--- config.mk ---
export PLATFORM = sky130hd
export DESIGN_NAME = mem_stage
export DESIGN_NICKNAME = d
export VERILOG_FILES = /design/src/rtl/mem_stage_pkg.sv /design/src/rtl/mem_bus_ctrl.sv /design/src/rtl/mem_stage.sv
export SDC_FILE = /design/constraint.sdc
export NUM_CORES = 1
export LEC_CHECK = 0
export ABC_AREA = 1
export BUFFER_PORTS_ARGS = -buffer_cell sky130_fd_sc_hd__buf_2
export CAP_MARGIN = 10
export CORE_MARGIN = 2
export CORE_UTILIZATION = 45
export CTS_BUF_LIST = sky130_fd_sc_hd__clkbuf_2
export CTS_CLUSTER_DIAMETER = 80
export DETAILED_ROUTE_END_ITERATION = 8
export GPL_TIMING_DRIVEN = 0
export PLACE_DENSITY = 0.71
export SLEW_MARGIN = 0
export SYNTH_ARGS = -nofsm -noshare
export SYNTH_HDL_FRONTEND = slang
export SYNTH_HIERARCHICAL = 1
export SYNTH_SLANG_ARGS = --single-unit
--- constraint.sdc ---
create_clock -name clk -period 3 [get_ports clk]
set_input_delay 0.45 -clock clk [delete_from_list [all_inputs] [get_ports clk]]
set_output_delay 0.45 -clock clk [all_outputs]
set_load 0.01 [all_outputs]
--- src/rtl/mem_stage_pkg.sv ---
// mem_stage_pkg
//   Shared definitions for the MEMORY pipeline stage: rd write-source
//   encodings, the data-bus controller state type and a word-alignment
//   helper used to build the data-memory address.
package mem_stage_pkg;

    // rd write-back source select carried down the pipeline
    localparam logic [1:0] RD_SRC_ALU = 2'b00;
    localparam logic [1:0] RD_SRC_MEM = 2'b01;
    localparam logic [1:0] RD_SRC_PC4 = 2'b10;

    // Data-bus controller states
    typedef enum logic [1:0] {
        ST_IDLE = 2'b00,
        ST_REQ  = 2'b01,
        ST_DONE = 2'b10
    } bus_state_t;

    // Clear the byte offset so the bus always sees a word address
    function automatic logic [31:0] word_align(input logic [31:0] addr);
        return {addr[31:2], 2'b00};
    endfunction

endpackage

--- src/rtl/mem_bus_ctrl.sv ---
// mem_bus_ctrl
//   Drives the req/ack data-memory handshake for the instruction currently
//   held in the M register: request generation, wait-state timeout, load-data
//   capture and the busy indication that freezes the M register.
//   Ports:
//     clk, rst_n      clock, async active-low reset
//     i_mem_op        M instruction is a load or a store
//     i_new_instr     M register takes a new instruction (or bubble) this edge
//     i_dmem_ack      bus transaction complete
//     i_dmem_rdata    load data, valid with i_dmem_ack
//     o_dmem_req      bus request
//     o_busy          access outstanding, M register must hold
//     o_fault         timeout abort for the current instruction
//     o_load_value    load result presented to the rd data mux
module mem_bus_ctrl
    import mem_stage_pkg::*;
#(
    parameter int unsigned TIMEOUT_CYCLES = 255
) (
    input  logic        clk,
    input  logic        rst_n,
    input  logic        i_mem_op,
    input  logic        i_new_instr,
    input  logic        i_dmem_ack,
    input  logic [31:0] i_dmem_rdata,
    output logic        o_dmem_req,
    output logic        o_busy,
    output logic        o_fault,
    output logic [31:0] o_load_value
);

    localparam logic        TO_ENABLE = (TIMEOUT_CYCLES != 0);
    localparam logic [31:0] TO_LAST   = (TIMEOUT_CYCLES == 0) ? 32'd0 : 32'(TIMEOUT_CYCLES - 1);

    bus_state_t  r_state;
    logic [31:0] r_count;
    logic [31:0] r_load_data;
    logic        r_fault;
    logic        w_timeout_hit;

    // The request rises combinationally from IDLE so a zero-wait memory can
    // ack in the very first cycle the instruction sits in M.
    assign o_dmem_req    = i_mem_op & (r_state != ST_DONE);
    // An ack in the final allowed cycle wins over the timeout.
    assign w_timeout_hit = TO_ENABLE & o_dmem_req & ~i_dmem_ack & (r_count == TO_LAST);
    assign o_busy        = o_dmem_req & ~i_dmem_ack & ~w_timeout_hit;
    assign o_fault       = r_fault | w_timeout_hit;

    // Once DONE the bus is released, so the captured word must be used; an
    // abort returns zero instead of whatever is floating on the read bus.
    assign o_load_value = (r_state == ST_DONE) ? r_load_data :
                          (w_timeout_hit ? 32'd0 : i_dmem_rdata);

    // A new M instruction always restarts from IDLE, which lets back-to-back
    // memory ops raise a fresh request in the cycle right after completion.
    always_ff @(posedge clk or negedge rst_n) begin
        if (!rst_n) begin
            r_state     <= ST_IDLE;
            r_count     <= 32'd0;
            r_load_data <= 32'd0;
            r_fault     <= 1'b0;
        end else if (i_new_instr) begin
            r_state <= ST_IDLE;
            r_count <= 32'd0;
            r_fault <= 1'b0;
        end else if (o_dmem_req & (i_dmem_ack | w_timeout_hit)) begin
            r_state     <= ST_DONE;
            r_count     <= 32'd0;
            r_load_data <= w_timeout_hit ? 32'd0 : i_dmem_rdata;
            if (w_timeout_hit) begin
                r_fault <= 1'b1;
            end
        end else if (o_dmem_req) begin
            r_state <= ST_REQ;
            r_count <= r_count + 32'd1;
        end
    end

endmodule

--- src/rtl/mem_stage.sv ---
// mem_stage
//   MEMORY pipeline stage. Registers the execute-stage outputs into the M
//   register, performs word loads/stores over a req/ack bus and produces the
//   rd write-back data and the branch/jump redirect.
//   Ports:
//     clk, rst_n                    clock, async active-low reset
//     *_e                           execute-stage results entering M
//     stall_m, flush_m              hazard unit hold / bubble requests
//     alu_res_m, rd_m               forwarding / hazard information
//     rd_write_m, rd_data_m         write-back request and data
//     pc_write_m, pc_target_m       redirect to fetch
//     busy_m, mem_fault_m           access outstanding / access aborted
//     dmem_*                        data-memory req/ack bus
module mem_stage
    import mem_stage_pkg::*;
#(
    parameter int unsigned TIMEOUT_CYCLES = 255
) (
    input  logic        clk,
    input  logic        rst_n,
    input  logic        pc_write_e,
    input  logic        rd_write_e,
    input  logic [1:0]  rd_write_src_e,
    input  logic        mem_write_e,
    input  logic [4:0]  rd_e,
    input  logic [31:0] pc_e,
    input  logic [31:0] alu_res_e,
    input  logic [31:0] mem_data_e,
    input  logic        stall_m,
    input  logic        flush_m,
    output logic [31:0] alu_res_m,
    output logic [4:0]  rd_m,
    output logic        rd_write_m,
    output logic [31:0] rd_data_m,
    output logic        pc_write_m,
    output logic [31:0] pc_target_m,
    output logic        busy_m,
    output logic        mem_fault_m,
    output logic        dmem_req,
    output logic        dmem_we,
    output logic [31:0] dmem_addr,
    output logic [31:0] dmem_wdata,
    input  logic [31:0] dmem_rdata,
    input  logic        dmem_ack
);

    logic        r_pc_write;
    logic        r_rd_write;
    logic [1:0]  r_rd_src;
    logic        r_mem_write;
    logic [4:0]  r_rd;
    logic [31:0] r_pc;
    logic [31:0] r_alu_res;
    logic [31:0] r_mem_data;
    logic        r_flush_pending;

    logic        w_mem_op;
    logic        w_busy;
    logic        w_fault;
    logic        w_do_bubble;
    logic        w_do_load;
    logic        w_new_instr;
    logic [31:0] w_load_value;

    assign w_mem_op    = r_mem_write | (r_rd_src == RD_SRC_MEM);
    // A flush that arrives while the bus is busy is remembered and applied
    // as soon as the access completes; flush beats stall.
    assign w_do_bubble = ~w_busy & (flush_m | r_flush_pending);
    assign w_do_load   = ~w_busy & ~(flush_m | r_flush_pending) & ~stall_m;
    assign w_new_instr = w_do_bubble | w_do_load;

    mem_bus_ctrl #(
        .TIMEOUT_CYCLES (TIMEOUT_CYCLES)
    ) u_bus_ctrl (
        .clk          (clk),
        .rst_n        (rst_n),
        .i_mem_op     (w_mem_op),
        .i_new_instr  (w_new_instr),
        .i_dmem_ack   (dmem_ack),
        .i_dmem_rdata (dmem_rdata),
        .o_dmem_req   (dmem_req),
        .o_busy       (w_busy),
        .o_fault      (w_fault),
        .o_load_value (w_load_value)
    );

    always_ff @(posedge clk or negedge rst_n) begin
        if (!rst_n) begin
            r_pc_write      <= 1'b0;
            r_rd_write      <= 1'b0;
            r_rd_src        <= RD_SRC_ALU;
            r_mem_write     <= 1'b0;
            r_rd            <= 5'd0;
            r_pc            <= 32'd0;
            r_alu_res       <= 32'd0;
            r_mem_data      <= 32'd0;
            r_flush_pending <= 1'b0;
        end else if (w_busy) begin
            if (flush_m) begin
                r_flush_pending <= 1'b1;
            end
        end else if (w_do_bubble) begin
            r_pc_write      <= 1'b0;
            r_rd_write      <= 1'b0;
            r_rd_src        <= RD_SRC_ALU;
            r_mem_write     <= 1'b0;
            r_rd            <= 5'd0;
            r_pc            <= 32'd0;
            r_alu_res       <= 32'd0;
            r_mem_data      <= 32'd0;
            r_flush_pending <= 1'b0;
        end else if (w_do_load) begin
            r_pc_write  <= pc_write_e;
            r_rd_write  <= rd_write_e;
            r_rd_src    <= rd_write_src_e;
            r_mem_write <= mem_write_e;
            r_rd        <= rd_e;
            r_pc        <= pc_e;
            r_alu_res   <= alu_res_e;
            r_mem_data  <= mem_data_e;
        end
    end

    // Reserved source 11 falls back to the ALU result.
    always_comb begin
        rd_data_m = r_alu_res;
        case (r_rd_src)
            RD_SRC_MEM: rd_data_m = w_load_value;
            RD_SRC_PC4: rd_data_m = r_pc + 32'd4;
            default:    rd_data_m = r_alu_res;
        endcase
    end

    assign alu_res_m   = r_alu_res;
    assign rd_m        = r_rd;
    assign rd_write_m  = r_rd_write & (r_rd != 5'd0) & ~w_fault;
    assign pc_write_m  = r_pc_write;
    assign pc_target_m = r_alu_res;
    assign busy_m      = w_busy;
    assign mem_fault_m = w_fault;
    assign dmem_we     = dmem_req & r_mem_write;
    assign dmem_addr   = word_align(r_alu_res);
    assign dmem_wdata  = r_mem_data;

endmodule

* Yosys cells after proc, flatten, opt, wreduce, memory -nomap -nowiden
Cells that the tools add are included.
** Operators by class
- Add/sub/neg operators :: 2
- Reductions and logical operators :: 10
- $mul :: 0
- Shift-type cells :: 0
- Eq/ne operators :: 6
- Bitwise gates (word level) :: 23
- Mux-type cells :: 31
- Div/mod/pow operators :: 0
- Magnitude comparators :: 0
** Operators with widths (count)
- 32-bit 2-to-1 mux :: 11
- 32-bit one-hot mux with 2 select lines :: 1
- 32-bit by 1-bit adder with 32-bit output (second input constant) :: 1
- 32-bit by 3-bit adder with 32-bit output (second input constant) :: 1
- 32-bit by 8-bit equality test with 1-bit output (second input constant) :: 1
- 1-bit 2-to-1 mux :: 12
- 1-bit AND :: 11
- 2-bit 2-to-1 mux :: 5
- 5-bit 2-to-1 mux :: 2
- 2-bit AND reduction :: 4
- 2-bit nonzero test :: 4
- 1-bit inverter :: 7
- 1-bit OR :: 5
- 5-bit nonzero test :: 1
- 2-bit equality test (second input constant) :: 2
- 2-bit != test (second input constant) :: 2
- 3-bit nonzero test :: 1
- 2-bit by 1-bit equality test with 1-bit output (second input constant) :: 1
** Word-level totals
- Memory bits (writable) :: 0
- Output and inout bits :: 171
- Bits in latches :: 0
- Bits of input ports :: 143
- Memory bits (read-only) :: 0
- Word-level logic and storage cells :: 85
- Register bits after elaboration :: 174
- Memories kept :: 0

* Logic depth before layout (Yosys ltp)
- Depth after elaboration :: 13
- Mapped depth :: 16
- Depth with buffers taken out :: 13

* By module
Netlist, hierarchy kept.
** By module, submodules not included
- mem_stage :: times used 1, area an instance 6391.1 um^2, cells each 854
- mem_bus_ctrl :: times used 1, area an instance 3905.0 um^2, cells each 542

* Least setup slack after synthesis
OpenSTA, ideal clock, no wires.
- Kind :: reg-to-reg
- Start :: reg r_rd_src[1]
- End :: reg u_bus_ctrl.r_load_data[0]
- Buffers on the path :: 6
- Clock period less this slack :: 2827 ps
- Cell stages (with the launch flop) :: 17
- Data required time :: 2878 ps
- Data arrival time :: 2705 ps
- Path slack :: 173 ps
- Setup time :: 122 ps
- Path through :: dfrtp_1 -> inv_1 -> ha_1 -> clkbuf_1 -> clkbuf_1 -> or2_2 -> o21ai_0 -> nor2_1 -> buf_4 -> a21oi_1 -> clkbuf_1 -> nor2_1 -> nand2_2 -> buf_6 -> buf_6 -> nand2_1 -> o21ai_1
** Between the ends
- Longest elaborated chain between the ends :: 13
- Elaborated cells between the ends (all ways) :: 17
- Those cells by class :: eq/ne: 1; mux: 1; bitwise: 14; reduce/logical: 1
** Ends and longest elaborated chain
- start: declaration :: RTL line mem_stage.sv:49 : logic [1:0] r_rd_src;
- start signal: assignment :: RTL line mem_stage.sv:115 : r_rd_src <= rd_write_src_e;
- 2-bit by 1-bit equality test with 1-bit output (*) :: RTL line mem_stage.sv:65 : assign w_mem_op = r_mem_write | (r_rd_src == RD_SRC_MEM);
- 1-bit OR (*) :: RTL line mem_stage.sv:65
- via w_mem_op :: RTL line mem_stage.sv:57 : logic w_mem_op;
- 1-bit AND (*) :: RTL line mem_bus_ctrl.sv:43 : assign o_dmem_req = i_mem_op & (r_state != ST_DONE);
- 1-bit AND (*) :: RTL line mem_bus_ctrl.sv:45, mem_bus_ctrl.sv:46
- 1-bit AND :: RTL line mem_bus_ctrl.sv:45 : assign w_timeout_hit = TO_ENABLE & o_dmem_req & ~i_dmem_ack & (r_count == TO_LAST);
- 1-bit inverter :: RTL line mem_bus_ctrl.sv:46 : assign o_busy = o_dmem_req & ~i_dmem_ack & ~w_timeout_hit;
- 1-bit AND (*) :: RTL line mem_bus_ctrl.sv:46
- via busy_m :: RTL line mem_stage.sv:37 : output logic busy_m,
- 1-bit inverter (no source line) (*)
- 1-bit AND (2 in a row) :: RTL line mem_stage.sv:69 : assign w_do_load = ~w_busy & ~(flush_m | r_flush_pending) & ~stall_m;
- 1-bit OR (*) :: RTL line mem_stage.sv:70 : assign w_new_instr = w_do_bubble | w_do_load;
- via w_new_instr :: RTL line mem_stage.sv:62 : logic w_new_instr;
- 1-bit inverter (no source line) (*)
- 2-bit AND reduction (no source line) (*)
- end signal: assignment :: RTL line mem_bus_ctrl.sv:69 : r_load_data <= w_timeout_hit ? 32'd0 : i_dmem_rdata;
- end: declaration :: RTL line mem_bus_ctrl.sv:37 : logic [31:0] r_load_data;
The timed path passes the listed nets; every way through them passes the cells marked *.
A chain may end at the register's enable or synchronous reset.

* Worst setup path in the final report
- Start :: reg r_rd_src[0]
- End :: out rd_data_m[24]
** Between the ends
- Longest elaborated chain between the ends :: 8
- Elaborated cells between the ends (all ways) :: 9
- Those cells by class :: eq/ne: 2; mux: 3; bitwise: 4
** Ends and longest elaborated chain
- 2-bit by 1-bit equality test with 1-bit output :: RTL line mem_stage.sv:65
- 1-bit OR :: RTL line mem_stage.sv:65
- via w_mem_op :: RTL line mem_stage.sv:57
- 1-bit AND :: RTL line mem_bus_ctrl.sv:43
- 1-bit AND (2 in a row) :: RTL line mem_bus_ctrl.sv:45
- 32-bit 2-to-1 mux :: RTL line mem_bus_ctrl.sv:52 : (w_timeout_hit ? 32'd0 : i_dmem_rdata);
- 32-bit 2-to-1 mux :: RTL line mem_bus_ctrl.sv:51 : assign o_load_value = (r_state == ST_DONE) ? r_load_data :
- via w_load_value[24] :: RTL line mem_stage.sv:63 : logic [31:0] w_load_value;
- 32-bit one-hot mux with 2 select lines :: RTL line mem_stage.sv:127 : case (r_rd_src)
- end: declaration :: RTL line mem_stage.sv:34 : output logic [31:0] rd_data_m,
The timed path passes the listed nets, and every way through them passes these cells.

==> qor.log <==
qor: placement.dpl.hpwl 26900 um
qor: layout.areaGrowthSynthToFinish 46.9%
qor: layout.nets 2063
qor: power_and_ir_drop.power.density 554 nW/um2
qor: synth.synth_largest_area_cell sky130_fd_sc_hd__dfrtp_1
qor: sta.post-route-worst-setup-slack -0.473 ns
qor: synth.synth.area.top_cells sky130_fd_sc_hd__dfrtp_1 42%, sky130_fd_sc_hd__nand2_1 10%, sky130_fd_sc_hd__nor2_1 7.3%
qor: routing.detail_route.vias_per_cell 5.32
qor: worst_setup_path.data_arrival_time_at_the_worst_slack_endpoint 3.02 ns
qor: job.timing.max_cap.violations 0
qor: die.dieArea 24100 um2
qor: sta.fin_worst_skew 0.0511 ns
qor: sta.fmax 0.288 GHz
qor: sta.timing.final.crit_period 3.47 ns
qor: routing.detailroute.wirelength.met3 2610 um
qor: outcome.outcome finished, violations left
qor: die.die_x 155 um
qor: synth.number_of_enable_type_register_cells_in_the_synthesized_netlist 0
qor: routing.wl_met2 19100 um
qor: routing.met1_length 15100 um
qor: synth.synthTopCellsByCount 286 x sky130_fd_sc_hd__nand2_1, 201 x sky130_fd_sc_hd__nor2_1, 174 x sky130_fd_sc_hd__dfrtp_1
qor: grt.globalRouteTotalUtil 31.9%
qor: synth.synthesis.area_per_instance 7.38 um2
qor: sta.worst_pin_slew 0.873 ns
qor: clock_tree.cts.clk_slew.worst_paths 0.28 ns
qor: synth.synthDistinctLibCells 39
qor: routing.wl_per_cell 17.6 um
qor: clock_tree.clockBufferDepth 2
qor: sta.period_utilisation_layout 116%
qor: power_and_ir_drop.irDropWorstVdd 254 uV
qor: die.die_height 155 um
qor: clock_tree.clk_root_buffer_cell sky130_fd_sc_hd__clkbuf_2
qor: sta.timing.final.max_slew_violations 0
qor: sta.finalSetupViolCount 34
qor: synth.syn-cell-area 10300 um2
qor: clock_tree.cts_made_buffers 17
qor: routing.drt_pass1_iterations 5
qor: grt.grt_overflow_total 0
qor: grt.global_route_wire_length_before_repair 59700 um
qor: routing.drc 0
qor: routing.final_antenna_net_count 0
qor: synth.synthMostInstantiatedCell sky130_fd_sc_hd__nand2_1
qor: layout.nFillCells 1903
qor: worst_setup_path.timing.rr.start r_rd_src[0]
qor: grt.grt_pass1_vias 11200
qor: layout.drive_above_1_share 36.0%
qor: worst_setup_path.worst-r2r-cell-count 18
qor: die.core 22600 um2
qor: sta.hold-worst-slack 0.176 ns
qor: sta.slew-limit-headroom 41.8%
qor: synth.ys_ff_latch 174
qor: sta.rsz0062_at_grt yes
qor: clock_tree.cts_num_sinks 174
qor: placement.place.gp.congestion 0.932
qor: routing.drt_wl_total 39100 um
qor: die.initial_utilization 45.6%
qor: min_path.hold_path_class in2async
qor: die.floorplan.io_pins 314
qor: worst_setup_path.cp-end-kind output pin
qor: placement.place_worst_setup_slack -0.650 ns
qor: grt.largest_net_degree_at_the_start_of_global_routing 95
qor: layout.final_core_utilization 67.0%
qor: sta.finalHoldViolCount 0
qor: worst_setup_path.worstPathMaxFanout 5
qor: worst_setup_path.r2r_end u_bus_ctrl/r_load_data[1]
qor: placement.port_buffers 310
qor: clock_tree.clock_insertion_delay_worst_skew 0.82 ns
qor: synth.synth-async-reset-ratio 100%
qor: power_and_ir_drop.power.leakage 0.00729 uW
qor: clock_tree.cts_max_level 4
qor: die.std_cell_rows 55
qor: synth.postSynth.topFlopCell sky130_fd_sc_hd__dfrtp_1
qor: synth.synth-warning-count 6
qor: synth.ys_seq_area_share 42.3%
qor: worst_setup_path.startpoint_type flop
qor: worst_setup_path.worst_ep_required_time 2.55 ns
qor: grt.antenna_violations_before_repair 2
qor: clock_tree.cts_tree yes
qor: synth.netlist_instances 1396
qor: synth.area_share_of_the_largest_cell_type_after_synthesis 42.3%
qor: worst_setup_path.worstSetupPathType reg2out
qor: outcome.violations setup timing
qor: worst_setup_path.rrSetupSlack 0.09 ns
qor: routing.initial_detailed_routing_violation_count 941
qor: power_and_ir_drop.power 8380 uW
qor: routing.top_signal_layer_used met4
qor: routing.detailroute.via_count 11800
-- through the flow --
stage	cells	instance area, um2	TNS [ns]
global placement	1992	12200	-286.29
detailed placement	1993	12200	-52.53
floorplan	1397	10300	0
CTS	2198	14900	-12.60
global route	2215	15100	-17.36
finish	2216	15100	-13.33
-- power by group --
group | leakage, uW | internal (uW) | switching, uW | total [uW]
logic | 0.00485 | 1520 | 2090 | 3610
registers | 0.00227 | 2830 | 447 | 3280
clock network | 0.000167 | 567 | 928 | 1490
-- what timing repair did --
action / CTS / global route
cloned: 4 / 0
pin swaps: 86 / 32
setup endpoints to repair: 208 / 122
resized for setup: 177 / 49
hold endpoints to repair: 222 / 0
hold buffers: 141 / 0
buffers inserted: 30 / 16
-- worst max-delay path: stages, from the launching register on --
cell and delay, ns:
sky130_fd_sc_hd__dfrtp_1 0.47, sky130_fd_sc_hd__ha_4 0.18, sky130_fd_sc_hd__clkbuf_16 0.14, sky130_fd_sc_hd__or2_4 0.24
sky130_fd_sc_hd__o21ai_4 0.08, sky130_fd_sc_hd__inv_2 0.09, sky130_fd_sc_hd__nand3_4 0.13, sky130_fd_sc_hd__buf_6 0.12
sky130_fd_sc_hd__buf_8 0.12, sky130_fd_sc_hd__nand2_4 0.06, sky130_fd_sc_hd__o21ai_2 0.17, sky130_fd_sc_hd__a21oi_2 0.07
sky130_fd_sc_hd__a21oi_2 0.21, sky130_fd_sc_hd__buf_2 0.16
-- how the worst max path moves through the flow --
stage                          startpoint                        end  slack, ns  depth (start not counted)
floorplan                     r_rd_src[1]  u_bus_ctrl/r_load_data[0]       0.17                         16
global placement                    rst_n              alu_res_m[10]      -1.36                          1
detailed placement            r_rd_src[1]     u_bus_ctrl/r_count[29]      -0.65                         15
CTS                 u_bus_ctrl/r_count[0]              rd_data_m[30]      -0.45                         13
global route                  r_rd_src[1]              rd_data_m[10]      -0.60                         15
finish                        r_rd_src[0]              rd_data_m[24]      -0.47                         13
-- state kept, by name (all words and copies together), names as in the netlist --
signal	count
alu_res_m	32
dmem_wdata	32
pc_write_m	1
r_flush_pending	1
r_mem_write	1
r_pc	32
r_rd_src	2
r_rd_write	1
rd_m	5
u_bus_ctrl/r_count	32
u_bus_ctrl/r_fault	1
u_bus_ctrl/r_load_data	32
u_bus_ctrl/r_state	2
-- per-layer routing --
| layer | up-vias | track usage (%) |
|---|---|---|
| met5 | - | 0 |
| met1 | 5563 | 38.5 |
| met3 | 112 | 4.87 |
| met2 | 564 | 54.4 |
| li1 | 5557 | - |
| met4 | 0 | 18.4 |
-- layout make-up --
type                            count  area (um2)  area share (%)
Multi-Input combinational cell   1010        5480            36.2
Sequential cell                   174        4360            28.8
Timing Repair Buffer              499        3420            22.6
Buffer                            140         933            6.17
Tap cell                          285         357            2.36
Inverter                           73         274            1.81
Clock inverter                     15         210            1.39
Clock buffer                       17        85.1           0.563
Antenna cell                        3        7.51          0.0496
-- cells by family after synthesis --
family | Yosys count | synth area share (%)
other | 1 | 0.0364
xor gates and xnor gates | 16 | 1.36
DFF | 174 | 42.3
adders and majority gates | 5 | 0.608
buffers and inverters | 214 | 10.9
AOI/OAI and AO/OA | 278 | 14.7
and+or+nand+nor | 708 | 30.0
-- cell usage in the layout (no fill, tap or decap), types with 10 or more instances in the layout --
cell type	count
sky130_fd_sc_hd__buf_4	104
sky130_fd_sc_hd__a21oi_2	47
sky130_fd_sc_hd__dlygate4sd3_1	141
sky130_fd_sc_hd__buf_6	15
sky130_fd_sc_hd__a21oi_1	29
sky130_fd_sc_hd__nor2_4	16
sky130_fd_sc_hd__o21ai_1	38
sky130_fd_sc_hd__nand2_1	249
sky130_fd_sc_hd__o21ai_2	40
sky130_fd_sc_hd__nand2_2	21
sky130_fd_sc_hd__dfrtp_1	167
sky130_fd_sc_hd__clkbuf_1	30
sky130_fd_sc_hd__inv_1	65
sky130_fd_sc_hd__buf_2	318
sky130_fd_sc_hd__nor2_1	195
sky130_fd_sc_hd__o21ai_4	10
sky130_fd_sc_hd__xor2_1	14
sky130_fd_sc_hd__o21ai_0	103
sky130_fd_sc_hd__nor2_2	13
sky130_fd_sc_hd__clkbuf_2	29
sky130_fd_sc_hd__nor3_1	92
sky130_fd_sc_hd__nand3_1	74
sky130_fd_sc_hd__nand2_4	27
Note: power is estimated with default switching activity, not from simulation.
